==> src/rtl/nco_pkg.sv <==
// Shared definitions for the NCO sweep controller.
//   - Default widths for the FCW, the segment index and the dwell count.
//   - PIPE_DEPTH: cycles from an FCW change until it first shows up on the
//     nco Dout (phase accumulator + 8 CORDIC stages + output register).
//   - sweep_state_t: sequencer states.
package nco_pkg;

    localparam int FCW_W      = 20;
    localparam int NUM_W      = 10;
    localparam int DWELL_W    = 16;
    localparam int PIPE_DEPTH = 10;

    typedef enum logic [1:0] {
        IDLE  = 2'd0,
        FLUSH = 2'd1,
        DWELL = 2'd2,
        DONE  = 2'd3
    } sweep_state_t;

endpackage

==> src/rtl/nco_sweep_ctrl.sv <==
// Stepped-frequency sweep sequencer placed in front of an nco instance.
// It holds each frequency for a programmed number of valid NCO samples.
// After every FCW change it blanks the samples that are still in flight
// through the CORDIC pipeline, so SegVld only marks settled samples.
//
// Ports:
//   clk, rst            : clock (rising edge), synchronous active-high reset
//   Start, Abort        : one-cycle control pulses
//   CfgFcw0, CfgStep    : first FCW and per-segment increment (two's compl.)
//   CfgNum, CfgDwell    : segment count / samples per segment (0 means 1)
//   CfgSelXY/CfgSelSign : output selection held for the whole sweep
//   NcoVld              : Vld from the nco
//   En, FCW, selXY, selSign : drive the nco control inputs
//   Busy, Done          : sweep active / one-cycle completion pulse
//   SegVld, SegIdx      : qualified sample strobe and current segment index
module nco_sweep_ctrl
    import nco_pkg::*;
#(
    parameter int FCW_W      = nco_pkg::FCW_W,
    parameter int NUM_W      = nco_pkg::NUM_W,
    parameter int DWELL_W    = nco_pkg::DWELL_W,
    parameter int PIPE_DEPTH = nco_pkg::PIPE_DEPTH
) (
    input  logic               clk,
    input  logic               rst,
    input  logic               Start,
    input  logic               Abort,
    input  logic [FCW_W-1:0]   CfgFcw0,
    input  logic [FCW_W-1:0]   CfgStep,
    input  logic [NUM_W-1:0]   CfgNum,
    input  logic [DWELL_W-1:0] CfgDwell,
    input  logic               CfgSelXY,
    input  logic               CfgSelSign,
    input  logic               NcoVld,
    output logic               En,
    output logic [FCW_W-1:0]   FCW,
    output logic               selXY,
    output logic               selSign,
    output logic               Busy,
    output logic               Done,
    output logic               SegVld,
    output logic [NUM_W-1:0]   SegIdx
);

    localparam int FLUSH_W = (PIPE_DEPTH > 1) ? $clog2(PIPE_DEPTH) : 1;
    localparam logic [FLUSH_W-1:0] FLUSH_INIT = FLUSH_W'(PIPE_DEPTH - 1);

    sweep_state_t       state_q, state_d;
    logic [FCW_W-1:0]   fcw_q, fcw_d;
    logic [FCW_W-1:0]   step_q, step_d;
    logic [NUM_W-1:0]   seg_idx_q, seg_idx_d;
    logic [NUM_W-1:0]   num_last_q, num_last_d;
    logic [DWELL_W-1:0] dwell_last_q, dwell_last_d;
    logic [DWELL_W-1:0] dwell_cnt_q, dwell_cnt_d;
    logic [FLUSH_W-1:0] flush_cnt_q, flush_cnt_d;
    logic               sel_xy_q, sel_xy_d;
    logic               sel_sign_q, sel_sign_d;
    logic               en_q, en_d;
    logic               busy_q, busy_d;
    logic               done_q, done_d;
    logic               in_dwell_q, in_dwell_d;

    // Next-state logic. The shadow registers store "count - 1" so that the
    // zero-means-one rule is applied once at Start and the terminal tests
    // become plain equality compares.
    always_comb begin
        state_d      = state_q;
        fcw_d        = fcw_q;
        step_d       = step_q;
        seg_idx_d    = seg_idx_q;
        num_last_d   = num_last_q;
        dwell_last_d = dwell_last_q;
        dwell_cnt_d  = dwell_cnt_q;
        flush_cnt_d  = flush_cnt_q;
        sel_xy_d     = sel_xy_q;
        sel_sign_d   = sel_sign_q;

        unique case (state_q)
            IDLE: begin
                // Abort wins over a coincident Start.
                if (Start && !Abort) begin
                    step_d       = CfgStep;
                    num_last_d   = (CfgNum == '0) ? '0 : CfgNum - NUM_W'(1);
                    dwell_last_d = (CfgDwell == '0) ? '0 : CfgDwell - DWELL_W'(1);
                    sel_xy_d     = CfgSelXY;
                    sel_sign_d   = CfgSelSign;
                    fcw_d        = CfgFcw0;
                    seg_idx_d    = '0;
                    flush_cnt_d  = FLUSH_INIT;
                    state_d      = FLUSH;
                end
            end
            FLUSH: begin
                if (Abort) begin
                    state_d = IDLE;
                end else if (flush_cnt_q == '0) begin
                    dwell_cnt_d = '0;
                    state_d     = DWELL;
                end else begin
                    flush_cnt_d = flush_cnt_q - FLUSH_W'(1);
                end
            end
            DWELL: begin
                if (Abort) begin
                    state_d = IDLE;
                end else if (NcoVld) begin
                    if (dwell_cnt_q == dwell_last_q) begin
                        if (seg_idx_q == num_last_q) begin
                            state_d = DONE;
                        end else begin
                            // Step wraps modulo 2^FCW_W; negative steps come
                            // for free from two's-complement addition.
                            fcw_d       = fcw_q + step_q;
                            seg_idx_d   = seg_idx_q + NUM_W'(1);
                            flush_cnt_d = FLUSH_INIT;
                            state_d     = FLUSH;
                        end
                    end else begin
                        dwell_cnt_d = dwell_cnt_q + DWELL_W'(1);
                    end
                end
            end
            DONE: begin
                state_d = IDLE;
            end
            default: begin
                state_d = IDLE;
            end
        endcase

        // Status outputs are decoded from the next state so that they come
        // straight out of flops in the same cycle as the state change.
        en_d       = (state_d == FLUSH) || (state_d == DWELL);
        busy_d     = (state_d == FLUSH) || (state_d == DWELL);
        done_d     = (state_d == DONE);
        in_dwell_d = (state_d == DWELL);
    end

    // State and output registers; reset clears everything back to IDLE.
    always_ff @(posedge clk) begin
        if (rst) begin
            state_q      <= IDLE;
            fcw_q        <= '0;
            step_q       <= '0;
            seg_idx_q    <= '0;
            num_last_q   <= '0;
            dwell_last_q <= '0;
            dwell_cnt_q  <= '0;
            flush_cnt_q  <= '0;
            sel_xy_q     <= 1'b0;
            sel_sign_q   <= 1'b0;
            en_q         <= 1'b0;
            busy_q       <= 1'b0;
            done_q       <= 1'b0;
            in_dwell_q   <= 1'b0;
        end else begin
            state_q      <= state_d;
            fcw_q        <= fcw_d;
            step_q       <= step_d;
            seg_idx_q    <= seg_idx_d;
            num_last_q   <= num_last_d;
            dwell_last_q <= dwell_last_d;
            dwell_cnt_q  <= dwell_cnt_d;
            flush_cnt_q  <= flush_cnt_d;
            sel_xy_q     <= sel_xy_d;
            sel_sign_q   <= sel_sign_d;
            en_q         <= en_d;
            busy_q       <= busy_d;
            done_q       <= done_d;
            in_dwell_q   <= in_dwell_d;
        end
    end

    // SegVld is the only combinational output: the live NcoVld gated by
    // the registered dwell-window bit.
    assign SegVld  = NcoVld & in_dwell_q;
    assign En      = en_q;
    assign FCW     = fcw_q;
    assign selXY   = sel_xy_q;
    assign selSign = sel_sign_q;
    assign Busy    = busy_q;
    assign Done    = done_q;
    assign SegIdx  = seg_idx_q;

endmodule

==> config.mk <==
export PLATFORM = sky130hd
export DESIGN_NAME = nco_sweep_ctrl
export DESIGN_NICKNAME = d
export VERILOG_FILES = /design/src/rtl/nco_pkg.sv /design/src/rtl/nco_sweep_ctrl.sv
export SDC_FILE = /design/constraint.sdc
export NUM_CORES = 1
export LEC_CHECK = 0
export ABC_AREA = 0
export BUFFER_PORTS_ARGS = -buffer_cell sky130_fd_sc_hd__buf_2
export CAP_MARGIN = 20
export CORE_MARGIN = 5
export CORE_UTILIZATION = 45
export DETAILED_ROUTE_END_ITERATION = 16
export PLACE_DENSITY = 0.67
export SYNTH_ARGS = -nofsm -noshare
export SYNTH_HDL_FRONTEND = slang
export SYNTH_SLANG_ARGS = --single-unit
export TNS_END_PERCENT = 1
==> constraint.sdc <==
create_clock -name clk -period 2.85 [get_ports clk]
set_clock_uncertainty 0.1 [all_clocks]
set_input_delay 0.1425 -clock clk [delete_from_list [all_inputs] [get_ports clk]]
set_output_delay 0.1425 -clock clk [all_outputs]
set_load 0.05 [all_outputs]
==> results_dict.tcl, run 1 <==
set metrics [dict create \
    nNetsFinal 952 \
    synth.distinct_cells 59 \
    crit_chain "inv_1 > ha_1 > nor3b_1 > and2_0 > o21ai_0 > a211oi_2 > nand3_1 > xor2_1 > nor2_1" \
    path_max_fanout 7 \
    hold_depth 3 \
    drtPass1Iterations 5 \
    drive_above_1_share 0.1729 \
    die_x_um 124.0 \
    cts_sinks 103 \
    min_period_ps 2785 \
    gp_congestion 0.9655 \
    hold_start "CfgFcw0[4]" \
    worst_pin_slew_ps 634.4 \
    path_buf_inv 1 \
    wl_um 16080 \
    drt_iter0_drc 315 \
    cts_made_buffers 9 \
    area_growth_pct 21.67 \
    dieArea_mm2 0.01538 \
    fmax_mhz 359.1 \
    ff2ff_setup_slack_ps 70 \
    rsz0062_at_grt "yes" \
    final_cell_mix "buf_2 (108), dfxtp_1 (102), nand2_1 (90)" \
    synth-seq-cells 103 \
    insertion_delay_ps 350 \
    async_flop_share 0 \
    viasPerCell 5.460 \
    regToRegEndpoint "dwell_cnt_q[6]$_SDFFE_PP0P_" \
    ys_seq_area_frac 0.3525 \
    finalWorstSetupSlack_ps 65.29 \
    status "complete, no violations" \
    antenna_cells 0 \
    clk_pin_slew_ps 70 \
    wl_per_cell_um 15.64 \
    detailedPlace.worstSlack_ps 156.9 \
    reg2reg_depth 9 \
    die_h_um 124.0 \
    synth_warnings 0 \
    rows 41 \
    ff_latch_area_mm2 0.002063 \
    end_kind "flop" \
    netlist_area_mm2 0.005849 \
    clockRootBuffer "clkbuf_16" \
    grt_pass1_wl_um 26450 \
    final_cells 1028 \
    synthCells 727 \
    clockBufferDepth 2 \
    via_count 5613 \
    leakagePower_nw 3.060 \
    synth-edff-count 0 \
    n_fill_cell 1178 \
    max_stage_delay_ps 630 \
    cp-start-kind "flop" \
    hold_class "input pin to flop" \
    yosys_most_used_dff "dfxtp_1" \
    slew_viol_final 0 \
    path_class "flop to flop" \
    drtAntennaViolNets 0 \
    gr-usage-all-layers 0.2166 \
    synth_nets 828 \
    cap_violations 0 \
    cp.arrival_ps 2910 \
    antenna_found_initial 0 \
    num_io_pins 109 \
    hold_path_end "FCW[4]$_SDFFE_PP0P_" \
    hold_viol 0 \
    rr_startpoint "flush_cnt_q[0]$_SDFFE_PP0P_" \
    setup_viol 0 \
    max_slew_margin 0.5726 \
    drcViolationCount 0 \
    final_common_cell "buf_2" \
    h-tree-depth 3 \
    finalCritPeriodShare 0.9771 \
    dp_hpwl_um 12020 \
    peakVddDrop_uv 303.5 \
    coreArea_mm2 0.01267 \
    critPathTopFamily "simple AND/OR/NAND/NOR gates" \
    multi_input_area_mm2 0.003555 \
    grt_overflow 0 \
    cp_slowest_cell "a211oi_2" \
    initial_core_util 0.4616 \
    syn_area_per_cell_um2 8.046 \
    grt_max_degree 49 \
    cts_setup_buffers 0 \
    port_buffers 108 \
    power_density_mw_per_mm2 486.1 \
    cts_tree "done" \
    grt_pass1_vias 5537 \
    worstPathRequired_ps 2970 \
    dp_cells 987 \
]
[registers in the layout, summed over array words and instances (netlist names)]
register      flops
Busy              1
Done              1
FCW              20
SegIdx           10
dwell_cnt_q      16
dwell_last_q     16
flush_cnt_q       4
in_dwell_q        1
num_last_q       10
selSign           1
selXY             1
state_q           2
step_q           20
[report_power, final]
group	leakage (nW)	internal [mW]	switching, mW
sequential	0.840	1.51	0.0590
clock	0.136	0.646	0.550
combinational	2.08	0.262	0.433
[Yosys cell counts (all sizes together) (3+ instances only)]
| cell type | n | area share |
|---|---|---|
| dfxtp | 103 | 0.35 |
| nand2 | 90 | 0.058 |
| nor2 | 84 | 0.054 |
| a21oi | 49 | 0.042 |
| xnor2 | 40 | 0.060 |
| xor2 | 39 | 0.058 |
| ha | 27 | 0.058 |
| o21ai | 26 | 0.022 |
| a22oi | 24 | 0.031 |
| clkbuf | 23 | 0.015 |
| nand3 | 23 | 0.020 |
| inv | 20 | 0.013 |
| a211oi | 19 | 0.026 |
| nor3 | 19 | 0.017 |
| buf | 14 | 0.013 |
| and3 | 13 | 0.014 |
| nand4 | 10 | 0.011 |
| nand2b | 9 | 0.0096 |
| nor2b | 9 | 0.0096 |
| mux2i | 8 | 0.014 |
| nor4 | 8 | 0.011 |
| a31oi | 7 | 0.0075 |
| a21o | 6 | 0.0077 |
| and2 | 5 | 0.0053 |
| nand3b | 5 | 0.0064 |
| nor3b | 4 | 0.0051 |
| o211ai | 4 | 0.0051 |
| o21a | 4 | 0.0051 |
| a221oi | 3 | 0.0045 |
| or4 | 3 | 0.0038 |
[repair_timing]
action	4_1_cts	5_1_grt
hold buffers	24	0
hold endpoints to repair	24	0
gates resized for setup	0	4
endpoints found under the setup margin	0	6
[worst max-delay path by stage]
| stage | startpoint | endpoint | cells past startpoint |
|---|---|---|---|
| final | flush_cnt_q[0]$_SDFFE_PP0P_ | dwell_cnt_q[6]$_SDFFE_PP0P_ | 9 |
| after floorplan | FCW[1]$_SDFFE_PP0P_ | FCW[14]$_SDFFE_PP0P_ | 10 |
| after CTS | flush_cnt_q[0]$_SDFFE_PP0P_ | dwell_cnt_q[6]$_SDFFE_PP0P_ | 9 |
| after global placement | FCW[1]$_SDFFE_PP0P_ | FCW[11]$_SDFFE_PP0P_ | 9 |
| after detailed placement | flush_cnt_q[0]$_SDFFE_PP0P_ | dwell_cnt_q[6]$_SDFFE_PP0P_ | 9 |
| after global routing | flush_cnt_q[0]$_SDFFE_PP0P_ | dwell_cnt_q[15]$_SDFFE_PP0P_ | 9 |
[through the flow]
| step | setup TNS (ps) | total power, mW | utilization | hold slack, ps | area (µm²) |
|---|---|---|---|---|---|
| finish | 0 | 3.460 | 0.5617 | 17.51 | 7117 |
| floorplan | 0 | 2.057 | - | 178.5 | 5851 |
| detailed placement | 0 | 2.264 | 0.5190 | 290.7 | 6576 |
| CTS | 0 | 3.489 | 0.5605 | 17.81 | 7102 |
| global placement | 0 | 2.242 | 0.5190 | 285.5 | 6576 |
| global route | -34.84 | 3.622 | 0.5617 | 25.50 | 7117 |
[cells by family after synthesis]
logic type                 synth area share
buffers and inverters               0.04192
and+or+nand+nor                      0.2291
xor gates and xnor gates             0.1183
AOI/OAI and AO/OA                    0.1833
muxes                               0.01369
DFF                                  0.3525
adders and majority gates           0.06118
[layout make-up]
| class | count | share of cell area |
|---|---|---|
| inverters | 22 | 0.01160 |
| flip-flops and latches | 103 | 0.2899 |
| well taps | 172 | 0.03024 |
| clock inverters | 3 | 0.003516 |
| multi-input cells | 565 | 0.4995 |
| repair buffers | 150 | 0.1287 |
| clock buffers | 13 | 0.03657 |
[worst reg2reg max path: stages, from the launching register on]
cell	delay (ps)
dfxtp_1	320
inv_1	100
ha_1	170
nor3b_1	500
and2_0	200
o21ai_0	240
a211oi_2	630
nand3_1	180
xor2_1	170
nor2_1	60
[metal layers]
metal | track usage | part of all wire
met1 | 0.2775 | 0.46
met2 | 0.3674 | 0.47
met3 | 0.04360 | 0.057
met4 | 0.06639 | 0.017
met5 | 0 | 0
Power figures use the tool's default switching activity.
==> inputs of run 2 (changes only) <==
--- a/config.mk
+++ b/config.mk
@@ -10,6 +10,7 @@
 export CAP_MARGIN = 20
 export CORE_MARGIN = 5
 export CORE_UTILIZATION = 45
+export CTS_BUF_LIST = sky130_fd_sc_hd__clkbuf_8 sky130_fd_sc_hd__clkbuf_16
 export DETAILED_ROUTE_END_ITERATION = 16
 export PLACE_DENSITY = 0.67
 export SYNTH_ARGS = -nofsm -noshare
==> run 2 against run 1 <==
Die area is the same; cell count is the same; core utilization is the same; routed wire length is essentially flat; global-route usage is the same; first-iteration DRC count grew 1.9%; total power shrank 0.19%; register-to-register slack is essentially flat; critical path depth is the same; design area is the same; flip-flop and latch count is the same; critical endpoint unchanged.
==> results_dict.tcl, run 2 (synthesis results as in run 1) <==
set metrics [dict create \
    status "complete, no violations" \
    cp.arrival_ps 2910 \
    path_buf_inv 1 \
    cts_sinks 103 \
    cap_violations 0 \
    holdWs_ps 17.23 \
    cp-start-kind "flop" \
    power_mw 3.453 \
    cts_tree "done" \
    dp_cells 987 \
    grt_overflow 0 \
    area_growth_pct 21.67 \
    hold_class "input pin to flop" \
    wl_per_cell_um 15.63 \
    coreArea_mm2 0.01267 \
    dieArea_mm2 0.01538 \
    drcViolationCount 0 \
    end_kind "flop" \
    fmax_mhz 359.1 \
    crit_chain "inv_1 > ha_1 > nor3b_1 > and2_0 > o21ai_0 > a211oi_2 > nand3_1 > xor2_1 > nor2_1" \
    drtAntennaViolNets 0 \
    drtPass1Iterations 5 \
    wl_um 16070 \
    grt_max_degree 49 \
    final_cell_mix "buf_2 (108), dfxtp_1 (102), nand2_1 (90)" \
    die_h_um 124.0 \
    drive_above_1_share 0.1729 \
    antenna_found_initial 0 \
    power_density_mw_per_mm2 485.2 \
    setup_viol 0 \
    clockBufferDepth 2 \
    gp_congestion 0.9655 \
    path_class "flop to flop" \
    final_cells 1028 \
    dp_hpwl_um 12020 \
    rsz0062_at_grt "yes" \
    port_buffers 108 \
    antenna_cells 0 \
    gr-usage-all-layers 0.2166 \
    viasPerCell 5.457 \
    multi_input_area_mm2 0.003555 \
    stdcell_area_mm2 0.007117 \
    finalCritPeriodShare 0.9771 \
    slew_viol_final 0 \
    via_count 5610 \
    die_x_um 124.0 \
    nNetsFinal 952 \
    rows 41 \
    hold_viol 0 \
    grt_pass1_vias 5537 \
    drt_iter0_drc 321 \
    leakagePower_nw 3.069 \
    cts_made_buffers 9 \
    worstPathRequired_ps 2970 \
    path_max_fanout 7 \
    min_period_ps 2785 \
    critPathTopFamily "simple AND/OR/NAND/NOR gates" \
    max_slew_margin 0.5726 \
    worst_pin_slew_ps 634.4 \
    grt_pass1_wl_um 26450 \
    h-tree-depth 3 \
    cp_slowest_cell "a211oi_2" \
    initial_core_util 0.4616 \
    num_io_pins 109 \
    max_stage_delay_ps 630 \
    ff_latch_area_mm2 0.002063 \
    final_common_cell "buf_2" \
    peakVddDrop_uv 303.6 \
    placed_cell_area_mm2 0.006576 \
    insertion_delay_ps 350 \
    n_fill_cell 1178 \
    cts_setup_buffers 0 \
    clockRootBuffer "clkbuf_16" \
    clk_pin_slew_ps 70 \
]
-- run 2: where the power goes --
part	switching, mW	internal, mW
clock network	0.550	0.639
registers	0.0588	1.51
logic	0.433	0.262
total	1.04	2.41
-- run 2: timing repair --
| action | in CTS | in global routing |
|---|---|---|
| resized for setup | 0 | 4 |
| hold buffers | 24 | 0 |
| endpoints found under the setup margin | 0 | 6 |
| endpoints found under the hold margin | 24 | 0 |
-- run 2: final timing paths --
kind | from | to | slack (ps) | cells past startpoint
max | flush_cnt_q[0]$_SDFFE_PP0P_ | dwell_cnt_q[6]$_SDFFE_PP0P_ | 70 | 9
min | CfgFcw0[4] | FCW[4]$_SDFFE_PP0P_ | 20 | 3
max reg2reg | flush_cnt_q[0]$_SDFFE_PP0P_ | dwell_cnt_q[6]$_SDFFE_PP0P_ | 70 | 9
min reg2reg | step_q[18]$_SDFFE_PP0P_ | step_q[18]$_SDFFE_PP0P_ | 370 | 2
-- run 2: tightest hold or removal path, stage by stage --
cell	delay, ps
buf_2	80
a211oi_1	60
nor3_1	130
-- run 2: layer usage --
layer  track usage  vias up  wire, µm
met1        0.2775     2642      7310
li1              -     2797         -
met5             0        -         0
met3       0.04360       18       922
met2        0.3674      153      7559
met4       0.06639        0       274
-- run 2: layout make-up --
class,instances,area share
Clock buffer,11,0.03551
Clock inverter,5,0.004571
Inverter,22,0.01160
Multi-Input combinational cell,565,0.4995
Sequential cell,103,0.2899
Tap cell,172,0.03024
Timing Repair Buffer,150,0.1287
-- run 2: through the flow --
step,setup TNS (ps),util,setup WS [ps]
finish,0,0.5617,65.28
global route,-34.60,0.5617,-17.34
CTS,0,0.5605,144.7
detailed placement,0,0.5190,156.9
global placement,0,0.5190,321.2
floorplan,0,-,37.35
==> inputs of run 3 (changes only) <==
--- a/config.mk
+++ b/config.mk
@@ -8,11 +8,13 @@
 export ABC_AREA = 0
 export BUFFER_PORTS_ARGS = -buffer_cell sky130_fd_sc_hd__buf_2
 export CAP_MARGIN = 20
+export CELL_PAD_IN_SITES_DETAIL_PLACEMENT = 0
+export CELL_PAD_IN_SITES_GLOBAL_PLACEMENT = 1
 export CORE_MARGIN = 5
-export CORE_UTILIZATION = 45
+export CORE_UTILIZATION = 41
 export CTS_BUF_LIST = sky130_fd_sc_hd__clkbuf_8 sky130_fd_sc_hd__clkbuf_16
 export DETAILED_ROUTE_END_ITERATION = 16
-export PLACE_DENSITY = 0.67
+export PLACE_DENSITY_LB_ADDON = 0.1
 export SYNTH_ARGS = -nofsm -noshare
 export SYNTH_HDL_FRONTEND = slang
 export SYNTH_SLANG_ARGS = --single-unit
==> run 3 against run 2 <==
Core utilization fell by 4.9 points; register-to-register slack improved by 180 ps; cell count rose by 0.78%; hold slack improved by 5.3 ps; combinational power barely moved; die area rose by 9.0%; first-iteration DRC count rose by 8.4%; non-clock buffer count rose by 1; clock power fell by 5%.
==> results_dict.tcl, run 3 (synthesis results as in run 1) <==
set metrics [dict create \
    antenna_cells 0 \
    drcViolationCount 0 \
    hold_path_end "FCW[3]$_SDFFE_PP0P_" \
    final_common_cell "buf_2" \
    power_density_mw_per_mm2 475.9 \
    h-tree-depth 3 \
    grtUsageMet3 0.04081 \
    stdcell_area_mm2 0.007138 \
    clockBufferDepth 2 \
    rsz0062_at_grt "yes" \
    worstPathRequired_ps 3010 \
    multi_input_area_mm2 0.003563 \
    ff_latch_area_mm2 0.002063 \
    nNetsFinal 953 \
    cts_tree "done" \
    min_period_ps 2609 \
    worst_pin_slew_ps 698.4 \
    rows 43 \
    regToRegEndpoint "FCW[14]$_SDFFE_PP0P_" \
    hold_start "CfgFcw0[3]" \
    grt_pass1_wl_um 26570 \
    die_h_um 129.4 \
    cp.arrival_ps 2770 \
    dp_cells 995 \
    coreArea_mm2 0.01393 \
    die_x_um 129.4 \
    path_class "flop to flop" \
    hold_class "input pin to flop" \
    grt.busiest_layer "met2" \
    final_cells 1036 \
    slew_viol_final 0 \
    path_max_fanout 4 \
    dp_hpwl_um 11820 \
    power_mw 3.397 \
    ff2ff_setup_slack_ps 240 \
    drtPass1Iterations 4 \
    wl_um 15850 \
    rr_startpoint "FCW[0]$_SDFFE_PP0P_" \
    hold_viol 0 \
    hold_depth 3 \
    port_buffers 108 \
    utilization 0.5123 \
    cts_made_buffers 9 \
    dieArea_mm2 0.01676 \
    area_growth_pct 22.03 \
    clk_pin_slew_ps 70 \
    cts_sinks 103 \
    viasPerCell 5.328 \
    wl_per_cell_um 15.30 \
    gr-usage-met2 0.3387 \
    end_kind "flop" \
    final_cell_mix "buf_2 (108), dfxtp_1 (102), nand2_1 (90)" \
    fmax_mhz 383.3 \
    leakagePower_nw 3.069 \
    grt_max_degree 53 \
    max_slew_margin 0.5344 \
    insertion_delay_ps 350 \
    via_count 5520 \
    peakVddDrop_uv 290.8 \
    finalCritPeriodShare 0.9155 \
    clockRootBuffer "clkbuf_16" \
    cap_violations 0 \
    drtAntennaViolNets 0 \
    num_io_pins 109 \
    grt_pass1_vias 5521 \
    gr-usage-all-layers 0.1948 \
    grt_overflow 0 \
    gp_congestion 0.8836 \
    antenna_found_initial 0 \
    grt_use_met1 0.2451 \
    drive_above_1_share 0.1729 \
    cp-start-kind "flop" \
    drt_iter0_drc 348 \
    n_fill_cell 1376 \
    status "complete, no violations" \
    initial_core_util 0.4198 \
    reg2reg_depth 12 \
    placed_cell_area_mm2 0.006599 \
    setup_viol 0 \
]
## run 3: cell types whose count changed in the layout (fill, tap and decap cells not counted), sizes merged
cell,previous run,this run
dlygate4sd3,24,25
buf,125,126
clkinvlp,1,2
clkbuf,12,9
## run 3: metal layers
metal  up-vias  routed length [µm]
li1       2803                   -
met1      2551                7109
met4         0                 246
met3        18                 837
met2       148                7661
met5         -                   0
## run 3: how the worst max path moves through the flow
stage               cells past startpoint                         from                     endpoint  slack, ps
detailed placement                      9  flush_cnt_q[0]$_SDFFE_PP0P_  dwell_cnt_q[9]$_SDFFE_PP0P_        210
CTS                                    12          FCW[0]$_SDFFE_PP0P_         FCW[14]$_SDFFE_PP0P_        190
floorplan                              10          FCW[1]$_SDFFE_PP0P_         FCW[14]$_SDFFE_PP0P_         40
global placement                        9          FCW[1]$_SDFFE_PP0P_         FCW[17]$_SDFFE_PP0P_        260
global route                           12          FCW[0]$_SDFFE_PP0P_         FCW[14]$_SDFFE_PP0P_        -10
finish                                 12          FCW[0]$_SDFFE_PP0P_         FCW[14]$_SDFFE_PP0P_        240
## run 3: cell type report
cell class | count | share of cell area
Multi-Input combinational cell | 565 | 0.4992
Sequential cell | 103 | 0.2890
Timing Repair Buffer | 151 | 0.1315
Clock buffer | 9 | 0.03155
Tap cell | 180 | 0.03155
Inverter | 22 | 0.01157
Clock inverter | 6 | 0.005609
## run 3: worst max-delay path: stages, from the launching register on
cell and delay [ps]:
dfxtp_2 340, ha_1 210, inv_1 70, fa_1 370, nor2b_1 150, o21ai_0 110, a21boi_1 160, buf_4 140
o211ai_1 130, a31oi_1 230, a21oi_1 130, xor2_1 170, a221oi_2 220
## run 3: report_power, final
part / switching (mW) / total (mW) / internal [mW]
clock network: 0.546 / 1.13 / 0.586
registers: 0.0571 / 1.57 / 1.51
logic: 0.429 / 0.697 / 0.268
total: 1.03 / 3.40 / 2.36
## run 3: through the flow
step / hold WS, ps / setup TNS (ps) / setup WS (ps)
final: 22.51 / 0 / 240.9
after detailed placement: 291.5 / 0 / 213.6
after global placement: 283.5 / 0 / 259.1
after global routing: 43.08 / -21.10 / -12.18
after CTS: 18.47 / 0 / 186.6
after floorplan: 178.5 / 0 / 37.35
## run 3: timing repair
action / CTS / global route
endpoints found under the setup margin: 0 / 9
buffers inserted: 0 / 0
hold buffers: 25 / 0
gates resized for setup: 0 / 4
endpoints found under the hold margin: 25 / 0
